===== src/rtl/button_pkg.sv =====
// Shared types and 50 MHz timing defaults
// for the button event classifier.
package button_pkg;

  typedef enum logic [2:0] {
    IDLE,
    PRESSED,
    LONG_HELD,
    WAIT_GAP,
    SECOND
  } btn_state_t;

  // 0.25 s hold at 50 MHz
  localparam int unsigned LONG_CYCLES_DEF = 12_500_000;
  // 0.15 s double-press window at 50 MHz
  localparam int unsigned GAP_CYCLES_DEF  = 7_500_000;

endpackage


===== src/rtl/edge_detect.sv =====
// Registered-level edge detector for a
// synchronous switch or key input.
module edge_detect (
  input  logic clk,
  input  logic reset_n,
  input  logic d,
  output logic rise,
  output logic fall
);

  logic level_q;

  // remember last cycle's level
  always_ff @(posedge clk) begin
    if (!reset_n) level_q <= 1'b0;
    else          level_q <= d;
  end

  assign rise = d & ~level_q;
  assign fall = ~d & level_q;

endmodule


===== src/rtl/button_event_fsm.sv =====
// Classifies debounced button activity into
// short, long and double press pulses.
module button_event_fsm
  import button_pkg::*;
#(
  parameter int unsigned CNT_W       = 24,
  parameter int unsigned LONG_CYCLES = LONG_CYCLES_DEF,
  parameter int unsigned GAP_CYCLES  = GAP_CYCLES_DEF
) (
  input  logic clk,
  input  logic reset_n,
  input  logic switch_state,
  output logic short_press,
  output logic long_press,
  output logic double_press,
  output logic busy
);

  localparam logic [CNT_W-1:0] LONG_LAST =
    CNT_W'(LONG_CYCLES - 1);
  localparam logic [CNT_W-1:0] GAP_LAST =
    CNT_W'(GAP_CYCLES - 1);

  logic rise;
  logic fall;

  btn_state_t       state_q, state_d;
  logic [CNT_W-1:0] cnt_q, cnt_d;
  logic             short_q, short_d;
  logic             long_q, long_d;
  logic             double_q, double_d;

  edge_detect u_edge (
    .clk     (clk),
    .reset_n (reset_n),
    .d       (switch_state),
    .rise    (rise),
    .fall    (fall)
  );

  // next state, interval count and event pulses
  always_comb begin
    state_d  = state_q;
    cnt_d    = cnt_q;
    short_d  = 1'b0;
    long_d   = 1'b0;
    double_d = 1'b0;
    unique case (state_q)
      IDLE: begin
        if (rise) begin
          state_d = PRESSED;
          cnt_d   = '0;
        end
      end
      PRESSED: begin
        if (fall) begin
          state_d = WAIT_GAP;
          cnt_d   = '0;
        end else if (cnt_q == LONG_LAST) begin
          state_d = LONG_HELD;
          long_d  = 1'b1;
        end else begin
          cnt_d = cnt_q + 1'b1;
        end
      end
      LONG_HELD: begin
        if (fall) state_d = IDLE;
      end
      WAIT_GAP: begin
        if (rise) begin
          state_d = SECOND;
        end else if (cnt_q == GAP_LAST) begin
          state_d = IDLE;
          short_d = 1'b1;
        end else begin
          cnt_d = cnt_q + 1'b1;
        end
      end
      SECOND: begin
        if (fall) begin
          state_d  = IDLE;
          double_d = 1'b1;
        end
      end
      default: state_d = IDLE;
    endcase
  end

  // state, counter and registered pulses
  always_ff @(posedge clk) begin
    if (!reset_n) begin
      state_q  <= IDLE;
      cnt_q    <= '0;
      short_q  <= 1'b0;
      long_q   <= 1'b0;
      double_q <= 1'b0;
    end else begin
      state_q  <= state_d;
      cnt_q    <= cnt_d;
      short_q  <= short_d;
      long_q   <= long_d;
      double_q <= double_d;
    end
  end

  assign short_press  = short_q;
  assign long_press   = long_q;
  assign double_press = double_q;
  assign busy         = (state_q != IDLE);

endmodule


===== config.mk =====
export PLATFORM = sky130hd
export DESIGN_NAME = button_event_fsm
export DESIGN_NICKNAME = d
export VERILOG_FILES = /design/src/rtl/button_pkg.sv /design/src/rtl/edge_detect.sv /design/src/rtl/button_event_fsm.sv
export SDC_FILE = /design/constraint.sdc
export NUM_CORES = 1
export LEC_CHECK = 0
export ABC_CLOCK_PERIOD_IN_PS = 2800
export CAP_MARGIN = 20
export CORE_UTILIZATION = 33
export CTS_CLUSTER_DIAMETER = 150
export CTS_CLUSTER_SIZE = 10
export DETAILED_ROUTE_END_ITERATION = 12
export SYNTH_ARGS = -nofsm -noshare
export SYNTH_HDL_FRONTEND = slang
export SYNTH_SLANG_ARGS = --single-unit

===== constraint.sdc =====
create_clock -name clk -period 2.8 [get_ports clk]
set_input_delay 0.56 -clock clk [delete_from_list [all_inputs] [get_ports clk]]
set_output_delay 0.56 -clock clk [all_outputs]
set_load 0.01 [all_outputs]

==> results.yml <==
yosys:
  synth_top_area_share_pct: 37.4
  synth_enable_flop_cells: 0
  yosysUniqueCellTypes: 42
  synthesis.nets: 210
  synth.ff_latch_count: 31
  yosysWarnings: 0
  syn_area_per_cell_um2: 8.06
  seq_area_frac_synth_pct: 37.4
  synth_common_cells: "dfxtp_1 (31), nand2_1 (22), a21oi_1 (21)"
  ys.flop_type: "dfxtp_1"
  yosysTopAreaCell: "dfxtp_1"
  synth_cells: 206
  netlist_area_um2: 1660
  post-synth-top-count-cell: "dfxtp_1"
  async_flop_share_pct: 0
  synth.area.top_cells: "dfxtp_1 (37%), a21oi_1 (6.3%), nand2_1 (5.0%), nand3_1 (4.5%), or3_1 (3.4%)"
cts:
  cts.path.max_buffers: 2
  cts-resized-gates: 0
  cts_root_buffer: "clkbuf_8"
  cts_tree: "built"
  cts_sinks: 31
  cts_setup_buffers: 0
  hold_buffers: 0
  cts.clk_slew.worst_paths_ns: 0.06
  clock_latency_ns: 0.28
  cts-htree-levels: 2
  tritoncts.num_buffers: 5
routing:
  drtPass1Iterations: 4
  drt_iter0_drc: 142
  vias_per_cell: 5.41
  num_vias: 1573
  ant_nets: 0
  drc: 0
  wirelength_um: 4100
  post_drt_wl_per_cell_um: 14.1
die:
  dieArea_um2: 5320
  core-area_um2: 4790
  rows: 25
  die_w_um: 72.9
  die_height_um: 72.9
  pin_count: 7
  start_util_pct: 34.7
hold_path:
  min_path_type: "flop to flop"
  min_to: "cnt_q[1]"
  hold_start: "cnt_q[1]"
  hold_depth: 2
final_layout:
  nets: 227
  drive_gt1_share_pct: 10.3
  antenna_cells: 0
  fin_area_um2: 1960
  area_delta_synth_final_pct: 17.9
grt:
  globalRoute.totalOverflow: 0
  grt_max_degree: 31
  grt_pass1_vias: 1339
  grt_pass1_wl_um: 6740
  antenna_found_initial: 0
  grt_use_total_pct: 17.0
sta:
  slew_violations: 0
  hold_violations: 0
  max_freq_mhz: 394
  grt_setup_unrepaired: "false"
  finalSetupViolCount: 0
  finalCriticalPeriod_ns: 2.54
  worstMarginPinSlew_ns: 0.541
  timing.final.crit_share_pct: 90.5
  maxSlewHeadroom_pct: 63.5
  fin_skew_ns: 0.00721
  setup_tns_ns: 0
placed_design:
  placed_area_um2: 1860
  dpl.hpwl_um: 2770
  place.gp.congestion: 0.809
  port_buffers: 6
critical_path:
  start_kind: "flop"
  reg2reg_to: "cnt_q[7]"
  cp_max_fo: 30
  r2r_slack_ns: 0.26
  r2r_cells: 7
  critPathArrivalTime_ns: 2.70
  r2r_start: "cnt_q[11]"
  crit_type: "flop to flop"
  critPathRequiredTime_ns: 2.97
  end_kind: "flop"
power:
  powerDensity_nw_per_um2: 555
  power_leakage_nw: 0.677
  irDropWorstVdd_mv: 0.201
outcome:
  status: "completed"
flow_run:
  maxCapViolCount: 0
[placed cells by master, fill, tap and decap left out, types with 7 or more instances in the layout]
| master | n |
|---|---|
| buf_4 | 12 |
| clkbuf_8 | 7 |
| nand3_1 | 15 |
| dfxtp_1 | 31 |
| nand2_1 | 22 |
| nor2_1 | 12 |
| or3_1 | 9 |
| a21oi_1 | 21 |
[worst max-delay path by stage]
stage / startpoint / endpoint / slack (ns) / cells after the start
after floorplan: cnt_q[10] / cnt_q[11] / 0.47 / 8
after CTS: cnt_q[11] / cnt_q[7] / 0.28 / 7
after detailed placement: switch_state / cnt_q[13] / 0.11 / 8
after global routing: cnt_q[11] / cnt_q[7] / 0.14 / 7
final: cnt_q[11] / cnt_q[7] / 0.26 / 7
after global placement: switch_state / cnt_q[20] / 0.13 / 8
[routing by layer]
metal  up-vias  wire length (um)  global-route usage [%]
met1       723              2010                    25.5
met2        36              1790                    23.1
met3         6               243                    4.28
met4         0                56                    5.88
li1        808                 -                       -
met5         -                 0                       0
[worst max-delay path, stage by stage (launching register included)]
cell     delay [ns]
dfxtp_1        0.35
or4b_1         0.51
or4_4          0.52
nor4_4         0.35
or3_1          0.20
buf_12         0.17
nor3_1         0.07
o221a_1        0.23
[area by class of cell]
| type | count | area, um2 |
|---|---|---|
| multi-input combinational | 160 | 961 |
| fill | 484 | 2830 |
| inverter | 6 | 22.5 |
| sequential | 31 | 621 |
| clock buffer | 8 | 100 |
| tap | 67 | 83.8 |
| timing repair buffer | 19 | 170 |
[where the power goes]
group          total, mW  internal (mW)  switching [mW]  leakage, nW
sequential         0.466          0.451          0.0155        0.250
clock              0.396          0.224           0.171       0.0515
combinational      0.224         0.0932           0.131        0.376
[kinds of logic (layout without fill, tap and decap cells)]
logic type | count (synthesis) | count (layout) | share of synthesized area (%)
buffers and inverters | 15 | 33 | 4.75
multiplexers | 2 | 2 | 1.21
AND/OR/NAND/NOR | 102 | 102 | 35.0
flip-flops | 31 | 31 | 37.4
AO/OA/AOI/OAI | 53 | 53 | 19.8
XOR/XNOR | 2 | 2 | 1.06
adder cells (fa/ha/maj) | 1 | 1 | 0.753
[state kept, by name (all words and copies together) (netlist names)]
name	cells
cnt_q	24
double_press	1
long_press	1
short_press	1
state_q	3
u_edge.level_q	1
[metrics by stage]
| step | total power, mW | instances | setup slack, ns | utilization, % | hold WS, ns |
|---|---|---|---|---|---|
| global route | 1.15 | 291 | 0.139 | 40.9 | 0.527 |
| floorplan | 0.630 | 206 | 0.466 | - | 0.455 |
| global placement | 0.700 | 283 | 0.131 | 38.8 | 0.481 |
| finish | 1.09 | 291 | 0.265 | 40.9 | 0.482 |
| detailed placement | 0.699 | 283 | 0.115 | 38.8 | 0.478 |
| CTS | 1.09 | 291 | 0.280 | 40.9 | 0.487 |
Note: power is estimated with default switching activity, not from simulation.
